==> config.mk <==
export PLATFORM = sky130hd
export DESIGN_NAME = lc3_decode_issue_flat
export DESIGN_NICKNAME = d
export VERILOG_FILES = /design/src/rtl/lc3_decode_issue_if.sv /design/src/rtl/lc3_decode_issue.sv /design/src/flat_wrapper.sv
export SDC_FILE = /design/constraint.sdc
export NUM_CORES = 1
export LEC_CHECK = 0
export ABC_CLOCK_PERIOD_IN_PS = 2700
export BUFFER_PORTS_ARGS = -buffer_cell sky130_fd_sc_hd__buf_2
export CAP_MARGIN = 20
export CORE_ASPECT_RATIO = 0.9
export CORE_MARGIN = 1.5
export CORE_UTILIZATION = 48
export CTS_BUF_LIST = sky130_fd_sc_hd__clkbuf_4 sky130_fd_sc_hd__clkbuf_8 sky130_fd_sc_hd__clkbuf_16
export CTS_CLUSTER_DIAMETER = 60
export DETAILED_ROUTE_END_ITERATION = 12
export PLACE_DENSITY = 0.9
export RECOVER_POWER = 25
export SLEW_MARGIN = 5
export SYNTH_ARGS = -nofsm -noshare
export SYNTH_HDL_FRONTEND = slang
export SYNTH_SLANG_ARGS = --single-unit
==> constraint.sdc <==
create_clock -name clk -period 2.7 [get_ports clk]
set_input_delay 0.405 -clock clk [delete_from_list [all_inputs] [get_ports clk]]
set_output_delay 0.405 -clock clk [all_outputs]
set_load 0.01 [all_outputs]
==> src/rtl/lc3_decode_issue_if.sv <==
// Bundle of the decode/issue stage connections: fetch handshake, register-file
// read port, issue slot towards execute, writeback retire port and scoreboard.
interface lc3_decode_issue_if #(
    parameter int DATA_W = 16,
    parameter int NREG   = 8
);
    logic              in_valid;
    logic              in_ready;
    logic [15:0]       in_instr;

    logic [2:0]        rf_sr1;
    logic [2:0]        rf_sr2;
    logic [DATA_W-1:0] rf_sr1_data;
    logic [DATA_W-1:0] rf_sr2_data;

    logic              out_valid;
    logic              out_ready;
    logic [3:0]        out_op;
    logic [2:0]        out_dr;
    logic              out_wr;
    logic [DATA_W-1:0] out_a;
    logic [DATA_W-1:0] out_b;

    logic              wb_valid;
    logic [2:0]        wb_dr;
    logic [NREG-1:0]   busy_o;

    // Environment side: fetch, register file, execute and writeback.
    modport master (
        output in_valid, in_instr, rf_sr1_data, rf_sr2_data, out_ready, wb_valid, wb_dr,
        input  in_ready, rf_sr1, rf_sr2, out_valid, out_op, out_dr, out_wr, out_a, out_b, busy_o
    );

    // Decode/issue stage side.
    modport slave (
        input  in_valid, in_instr, rf_sr1_data, rf_sr2_data, out_ready, wb_valid, wb_dr,
        output in_ready, rf_sr1, rf_sr2, out_valid, out_op, out_dr, out_wr, out_a, out_b, busy_o
    );
endinterface

==> src/rtl/lc3_decode_issue.sv <==
// LC-3 decode/operand-fetch stage: decodes one instruction per handshake,
// reads operands from the register file, fills a one-entry issue slot and
// tracks in-flight destinations in a busy scoreboard to stall RAW/WAW hazards.
module lc3_decode_issue #(
    parameter int DATA_W = 16,
    parameter int NREG   = 8
) (
    input logic             clk,
    input logic             rst_n,
    lc3_decode_issue_if.slave bus
);
    localparam logic [3:0] OP_ADD = 4'b0001;
    localparam logic [3:0] OP_AND = 4'b0101;
    localparam logic [3:0] OP_NOT = 4'b1001;

    logic [3:0]        dec_op;
    logic [2:0]        dec_dr;
    logic [2:0]        dec_sr1;
    logic [2:0]        dec_sr2;
    logic              is_add_and;
    logic              is_not;
    logic              wr_next;
    logic              needs_sr1;
    logic              needs_sr2;
    logic              hazard;
    logic              ready;
    logic              accept;
    logic [DATA_W-1:0] imm_sext;
    logic [DATA_W-1:0] b_next;

    logic [NREG-1:0]   busy;
    logic [NREG-1:0]   busy_next;

    logic              slot_valid;
    logic [3:0]        slot_op;
    logic [2:0]        slot_dr;
    logic              slot_wr;
    logic [DATA_W-1:0] slot_a;
    logic [DATA_W-1:0] slot_b;

    // Field extraction, source requirements and operand B selection for the incoming word.
    always_comb begin
        dec_op     = bus.in_instr[15:12];
        dec_dr     = bus.in_instr[11:9];
        dec_sr1    = bus.in_instr[8:6];
        dec_sr2    = bus.in_instr[2:0];
        is_add_and = (dec_op == OP_ADD) || (dec_op == OP_AND);
        is_not     = (dec_op == OP_NOT);
        wr_next    = is_add_and || is_not;
        needs_sr1  = wr_next;
        needs_sr2  = is_add_and && !bus.in_instr[5];
        imm_sext   = {{(DATA_W-5){bus.in_instr[4]}}, bus.in_instr[4:0]};
        if (is_not) begin
            b_next = '0;
        end else if (bus.in_instr[5]) begin
            b_next = imm_sext;
        end else begin
            b_next = bus.rf_sr2_data;
        end
    end

    // Hazard check against the registered scoreboard; a clearing writeback only helps next cycle.
    always_comb begin
        hazard = (needs_sr1 && busy[dec_sr1]) ||
                 (needs_sr2 && busy[dec_sr2]) ||
                 (wr_next   && busy[dec_dr]);
        ready  = rst_n && (!slot_valid || bus.out_ready) && !hazard;
        accept = bus.in_valid && ready;
    end

    // Scoreboard update: retire first, then mark the new destination so a same-register set wins.
    always_comb begin
        busy_next = busy;
        if (bus.wb_valid) begin
            busy_next[bus.wb_dr] = 1'b0;
        end
        if (accept && wr_next) begin
            busy_next[dec_dr] = 1'b1;
        end
    end

    // Scoreboard register; reset forgets every in-flight write.
    always_ff @(posedge clk or negedge rst_n) begin
        if (!rst_n) begin
            busy <= '0;
        end else begin
            busy <= busy_next;
        end
    end

    // Issue slot: load on accept, empty when consumed without refill, otherwise hold.
    always_ff @(posedge clk or negedge rst_n) begin
        if (!rst_n) begin
            slot_valid <= 1'b0;
            slot_op    <= '0;
            slot_dr    <= '0;
            slot_wr    <= 1'b0;
            slot_a     <= '0;
            slot_b     <= '0;
        end else if (accept) begin
            slot_valid <= 1'b1;
            slot_op    <= dec_op;
            slot_dr    <= dec_dr;
            slot_wr    <= wr_next;
            slot_a     <= bus.rf_sr1_data;
            slot_b     <= b_next;
        end else if (bus.out_ready) begin
            slot_valid <= 1'b0;
        end
    end

    assign bus.in_ready  = ready;
    assign bus.rf_sr1    = dec_sr1;
    assign bus.rf_sr2    = dec_sr2;
    assign bus.out_valid = slot_valid;
    assign bus.out_op    = slot_op;
    assign bus.out_dr    = slot_dr;
    assign bus.out_wr    = slot_wr;
    assign bus.out_a     = slot_a;
    assign bus.out_b     = slot_b;
    assign bus.busy_o    = busy;
endmodule

==> src/flat_wrapper.sv <==
// flat-port wrapper written by rule: the top's interface ports become plain ports
module lc3_decode_issue_flat 
#(
    parameter int DATA_W = 16,
    parameter int NREG   = 8
)
  (clk, rst_n, bus_in_valid, bus_in_instr, bus_rf_sr1_data, bus_rf_sr2_data, bus_out_ready, bus_wb_valid, bus_wb_dr, bus_in_ready, bus_rf_sr1, bus_rf_sr2, bus_out_valid, bus_out_op, bus_out_dr, bus_out_wr, bus_out_a, bus_out_b, bus_busy_o);
  lc3_decode_issue_if #(.DATA_W(DATA_W), .NREG(NREG)) bus_i ();
  input logic clk;
  input logic rst_n;
  input wire logic [$bits(bus_i.in_valid)-1:0] bus_in_valid;
  input wire logic [$bits(bus_i.in_instr)-1:0] bus_in_instr;
  input wire logic [$bits(bus_i.rf_sr1_data)-1:0] bus_rf_sr1_data;
  input wire logic [$bits(bus_i.rf_sr2_data)-1:0] bus_rf_sr2_data;
  input wire logic [$bits(bus_i.out_ready)-1:0] bus_out_ready;
  input wire logic [$bits(bus_i.wb_valid)-1:0] bus_wb_valid;
  input wire logic [$bits(bus_i.wb_dr)-1:0] bus_wb_dr;
  output wire logic [$bits(bus_i.in_ready)-1:0] bus_in_ready;
  output wire logic [$bits(bus_i.rf_sr1)-1:0] bus_rf_sr1;
  output wire logic [$bits(bus_i.rf_sr2)-1:0] bus_rf_sr2;
  output wire logic [$bits(bus_i.out_valid)-1:0] bus_out_valid;
  output wire logic [$bits(bus_i.out_op)-1:0] bus_out_op;
  output wire logic [$bits(bus_i.out_dr)-1:0] bus_out_dr;
  output wire logic [$bits(bus_i.out_wr)-1:0] bus_out_wr;
  output wire logic [$bits(bus_i.out_a)-1:0] bus_out_a;
  output wire logic [$bits(bus_i.out_b)-1:0] bus_out_b;
  output wire logic [$bits(bus_i.busy_o)-1:0] bus_busy_o;
  assign bus_i.in_valid = bus_in_valid;
  assign bus_i.in_instr = bus_in_instr;
  assign bus_i.rf_sr1_data = bus_rf_sr1_data;
  assign bus_i.rf_sr2_data = bus_rf_sr2_data;
  assign bus_i.out_ready = bus_out_ready;
  assign bus_i.wb_valid = bus_wb_valid;
  assign bus_i.wb_dr = bus_wb_dr;
  assign bus_in_ready = bus_i.in_ready;
  assign bus_rf_sr1 = bus_i.rf_sr1;
  assign bus_rf_sr2 = bus_i.rf_sr2;
  assign bus_out_valid = bus_i.out_valid;
  assign bus_out_op = bus_i.out_op;
  assign bus_out_dr = bus_i.out_dr;
  assign bus_out_wr = bus_i.out_wr;
  assign bus_out_a = bus_i.out_a;
  assign bus_out_b = bus_i.out_b;
  assign bus_busy_o = bus_i.busy_o;
  lc3_decode_issue #(.DATA_W(DATA_W), .NREG(NREG)) u_core (.clk(clk), .rst_n(rst_n), .bus(bus_i));
endmodule
# ---- Word-level counts from Yosys, hierarchy flattened
# Cells that the tools add are included.
dict set report totals {
  ff_bits 49
  in_bits 56
  output_inout_bits 56
  elab_cells 54
}
dict set report classes {
  magnitude_cmp 6
  eq_ne 3
  muxes 16
  bitwise_logic 3
  n_reduce_logical 19
}
# operator count
set op_table {}
lappend op_table {{16-bit 2-to-1 mux} 2}
lappend op_table {{3-bit by 4-bit less-than comparator with 1-bit output, second input constant} 4}
lappend op_table {{8-bit 2-to-1 mux} 2}
lappend op_table {{1-bit logical AND} 10}
lappend op_table {{1-bit binary-select mux with 3-bit select} 3}
lappend op_table {{8-bit bitwise AND} 1}
lappend op_table {{8-bit inverter} 1}
lappend op_table {{8-bit OR} 1}
lappend op_table {{1-bit 2-to-1 mux} 7}
lappend op_table {{1-bit demux with 3-bit select} 2}
lappend op_table {{3-bit by 1-bit greater-or-equal comparator with 1-bit output, second input constant} 2}
lappend op_table {{1-bit logical OR} 5}
lappend op_table {{4-bit by 1-bit == test with 1-bit output, second input constant} 1}
lappend op_table {{4-bit by 3-bit == test with 1-bit output, second input constant} 1}
lappend op_table {{4-bit == test, second input constant} 1}
lappend op_table {{1-bit logical NOT} 3}
lappend op_table {{2-bit nonzero test} 1}

# ---- Depth between registers and ports, before layout
dict set report depth {
  ltp_word 11
  mapped_depth 8
  ltp_nobuf 5
}

# ---- Worst setup path after synthesis
# Ideal clock, no wire load.
dict set report synth_path {
  path_kind {input port to flip-flop}
  from {in bus_in_instr[9]}
  to {reg u_core.slot_a[10] (netlist: u_core.bus.out_a[10])}
  setup_time_ns 0.125
  arrival_ns 2.009
  required_ns 2.575
  path_slack_ns 0.566
  path_stages 8
  n_path_buf 3
  cell_sequence {buf_6 -> mux4_1 -> mux2i_1 -> a21o_1 -> and2_4 -> buf_12 -> buf_12 -> mux2_4}
}
dict set report synth_between {
  elab_chain_cells 7
}
# item line
set synth_rtl {}
lappend synth_rtl {{start, declared} flat_wrapper.sv:12} ;# input wire logic [$bits(bus_i.in_instr)-1:0] bus_in_instr;
lappend synth_rtl {{1-bit binary-select mux with 3-bit select} lc3_decode_issue.sv:66} ;# (wr_next && busy[dec_dr]);
lappend synth_rtl {{1-bit 2-to-1 mux (not written as such)} lc3_decode_issue.sv:66}
lappend synth_rtl {{1-bit logical AND} lc3_decode_issue.sv:66}
lappend synth_rtl {{1-bit logical OR} lc3_decode_issue.sv:65} ;# (needs_sr2 && busy[dec_sr2]) ||
lappend synth_rtl {{1-bit logical NOT} lc3_decode_issue.sv:67} ;# ready = rst_n && (!slot_valid || bus.out_ready) && !hazard;
lappend synth_rtl {{1-bit logical AND} lc3_decode_issue.sv:67}
lappend synth_rtl {{1-bit logical AND} lc3_decode_issue.sv:68} ;# accept = bus.in_valid && ready;
lappend synth_rtl {{end signal, assigned} lc3_decode_issue.sv:105} ;# slot_a <= bus.rf_sr1_data;
lappend synth_rtl {{end, declared} lc3_decode_issue.sv:38} ;# logic [DATA_W-1:0] slot_a;
# Every way passes these cells. The select of a mux whose other input is x is not followed.
# A chain may end at the register's enable or synchronous reset.

# ---- Worst setup path in the final report
dict set report layout_path {
  from {reg u_core.busy[5] (netlist: u_core.bus.busy_o[5])}
  to {reg u_core.slot_a[1] (netlist: u_core.bus.out_a[1])}
}
dict set report layout_between {
  elab_chain_cells 8
  word_cells_on_any_way 14
  classes_between {6 x mux; 8 x reduce/logical}
}
# item line
set layout_rtl {}
lappend layout_rtl {{start, declared} lc3_decode_issue.sv:31} ;# logic [NREG-1:0] busy;
lappend layout_rtl {{start signal, assigned} lc3_decode_issue.sv:87} ;# busy <= busy_next;
lappend layout_rtl {{1-bit binary-select mux with 3-bit select, on equally long branches} {lc3_decode_issue.sv:64, lc3_decode_issue.sv:65}}
lappend layout_rtl {{1-bit 2-to-1 mux, on equally long branches} {lc3_decode_issue.sv:64, lc3_decode_issue.sv:65}}
lappend layout_rtl {{1-bit logical AND, on equally long branches} {lc3_decode_issue.sv:64, lc3_decode_issue.sv:65}}
lappend layout_rtl {{1-bit logical OR} lc3_decode_issue.sv:64} ;# hazard = (needs_sr1 && busy[dec_sr1]) ||
lappend layout_rtl {{1-bit logical OR *} lc3_decode_issue.sv:65}
lappend layout_rtl {{1-bit logical NOT *} lc3_decode_issue.sv:67}
lappend layout_rtl {{1-bit logical AND *} lc3_decode_issue.sv:67}
lappend layout_rtl {{1-bit logical AND *} lc3_decode_issue.sv:68}
# Every way passes the cells marked *; elsewhere a longest branch is shown, timed or not. The select of a mux whose other input is x is not followed.

==> flow_metrics.tcl <==
set metrics [dict create \
    clock_sinks 49 \
    clk_pin_slew_worst_paths_ns 0.10 \
    arrival_ns 2.53 \
    synth_cells 186 \
    cp_slowest_cell "mux4_1" \
    rows 25 \
    max_freq_mhz 428 \
    drive_gt1_frac 0.580 \
    cp_max_fo 33 \
    dieArea_sq_mm 0.00585 \
    vias_per_cell 5.24 \
    report.final.setup_viol 0 \
    syn_area_sq_mm 0.00259 \
    drc 0 \
    dp_hpwl_um 4300 \
    max_slew_margin 0.391 \
    area.growth.synth_to_final_pct 23.2 \
    critical_path_required_ns 2.89 \
    die_y_um 72.7 \
    crit_path_end_kind "flop" \
    skew_ns 0.0139 \
    outcome "completed" \
    clk_path_buf_depth 2 \
    grt_max_degree 34 \
    ctsRootBufferMaster "clkbuf_8" \
    synth_cell_types 28 \
    final_cell_mix "buf_2 (110), dfrtp_1 (49), mux2_4 (30)" \
    p_sw_frac 0.292 \
    setup_tns_ns 0 \
    final_util 0.611 \
    ys_seq_elements 49 \
    core_area_sq_mm 0.00522 \
    num_vias 1887 \
    cp_cell_sequence "mux4_1, mux2i_1, o2111a_2, and2_4, buf_12, mux2_2" \
    grt.overflow.total 0 \
    wl_um 5760 \
    crit_family "multiplexers" \
    cts.repair.resized 0 \
    tightest_slew_ns 0.914 \
    cp-start-kind "flop" \
    cts_made_buffers 5 \
    leakage_nw 1.62 \
    hold_viol_final 0 \
    antenna_found_initial 0 \
    drt_iter0_drc 97 \
    syn_nets 242 \
    power.share.clock 0.231 \
    groute.usage.overall 0.197 \
    avgSynthCellArea_sq_um 13.9 \
    period_needed_ns 2.34 \
    worstSetupPathType "flop to flop" \
    h-tree-depth 2 \
    nets 348 \
    yosysWarningCount 0 \
    fp.dieW_um 80.4 \
    slowest_delay_ns 0.51 \
    cts_tree "built" \
    met2_usage 0.320 \
    holdBufCountCts 0 \
    p_int_mw 1.39 \
    cts_setup_buffers 0 \
    hp-class "input pin to asynchronous set/reset pin" \
    postRouteAntennaNets 0 \
    use_met3 0.0413 \
    drv_cap 0 \
    timing.final.crit_share 0.865 \
    cp.buffers_inverters 1 \
    ios 112 \
    port_buffers 111 \
    grt_pass1_wl_um 8740 \
    initial_core_util 0.496 \
    p_seq_frac 0.482 \
    grt_pass1_vias 1801 \
    vdd_drop_max_uv 297 \
    slew_violations 0 \
    rsz0062_at_grt "no" \
    final_common_cell "buf_2" \
    met1_usage 0.267 \
    place_congestion 0.823 \
    wl_per_cell_um 16.0 \
    firstDrtPassIters 4 \
    antenna_cells 0 \
    seq_area_frac_synth 0.473 \
    powerDensity_mw_per_mm2 614 \
    grt_busiest_layer "met2" \
    clock_latency_ns 0.30 \
    pwr-share-comb 0.287 \
    power_switching_mw 0.573 \
]
-- worst paths after layout --
path | to | cells after the start | from | slack [ns]
worst max register to register | u_core.bus.out_a[1]$_DFFE_PN0P_ | 6 | u_core.bus.busy_o[5]$_DFF_PN0_ | 0.36
max in group asynchronous | u_core.bus.busy_o[5]$_DFF_PN0_ | 2 | rst_n | 1.72
worst min register to register | u_core.bus.out_op[3]$_DFFE_PN0P_ | 1 | u_core.bus.out_op[3]$_DFFE_PN0P_ | 0.51
min in group clk | u_core.bus.out_a[12]$_DFFE_PN0P_ | 2 | bus_rf_sr1_data[12] | 0.33
worst max-delay path | u_core.bus.out_a[1]$_DFFE_PN0P_ | 6 | u_core.bus.busy_o[5]$_DFF_PN0_ | 0.36
worst min-delay path | u_core.bus.out_b[3]$_DFFE_PN0P_ | 2 | rst_n | 0.26
-- power groups by stage --
stage / clock (mW) / sequential, mW / combinational [mW]
2_1_floorplan: 0 / 1.01 / 0.283
6_report: 0.453 / 0.944 / 0.561
3_3_place_gp: 0 / 0.949 / 0.547
4_1_cts: 0.465 / 0.945 / 0.569
5_1_grt: 0.499 / 0.959 / 0.604
3_5_place_dp: 0 / 0.956 / 0.568
-- registers in the layout, summed over array words and instances, names as in the netlist --
signal	flops
u_core.bus.out_valid	1
u_core.bus.out_dr	3
u_core.bus.out_b	16
u_core.bus.out_a	16
u_core.bus.out_wr	1
u_core.bus.busy_o	8
u_core.bus.out_op	4
-- stage by stage --
| stage | setup WS, ns | power, mW | cells | instance area, sq um | hold slack, ns |
|---|---|---|---|---|---|
| 2_1_floorplan | 0.566 | 1.29 | 186 | 2590 | 0.109 |
| 3_3_place_gp | 0.348 | 1.50 | 352 | 3100 | 0.424 |
| 3_5_place_dp | 0.238 | 1.52 | 352 | 3100 | 0.430 |
| 4_1_cts | 0.400 | 1.98 | 360 | 3200 | 0.0993 |
| 5_1_grt | 0.300 | 2.06 | 360 | 3190 | 0.284 |
| 6_report | 0.364 | 1.96 | 360 | 3190 | 0.260 |
-- cells in the mapped netlist, drive strengths merged --
cell type	instances	area share
dfrtp	49	0.47
mux2	40	0.22
nand2b	19	0.047
buf	14	0.063
a21oi	13	0.025
o21ai	10	0.019
mux2i	7	0.027
mux4	6	0.057
nand2	6	0.0087
nor2	4	0.0058
o31ai	3	0.0087
o41ai	3	0.010
a21o	2	0.0058
clkbuf	2	0.0029
o2111a	2	0.0092
and2	1	0.0034
dlygate4sd1	1	0.0034
nand4	1	0.0024
nor3b	1	0.0048
or3	1	0.0024
or4	1	0.0034
-- area by class of cell --
class,count,area (sq um)
Multi-Input combinational cell,120,1180
Clock buffer,6,82.6
Sequential cell,49,1230
Fill cell,437,2030
Clock inverter,2,13.8
Timing Repair Buffer,116,601
Tap cell,67,83.8
-- metal layers --
layer / vias up / share of wire
met1: 929 / 0.45
met3: 7 / 0.050
met4: 0 / 0.0090
li1: 880 / -
met5: - / 0
met2: 71 / 0.49
-- cells by family after synthesis --
group / after synthesis / share of synthesized area
AOI/OAI and AO/OA: 33 / 0.0783
buffers and inverters: 17 / 0.0696
muxes: 53 / 0.301
DFF: 49 / 0.473
and+or+nand+nor: 34 / 0.0778
Power figures use the tool's default switching activity.
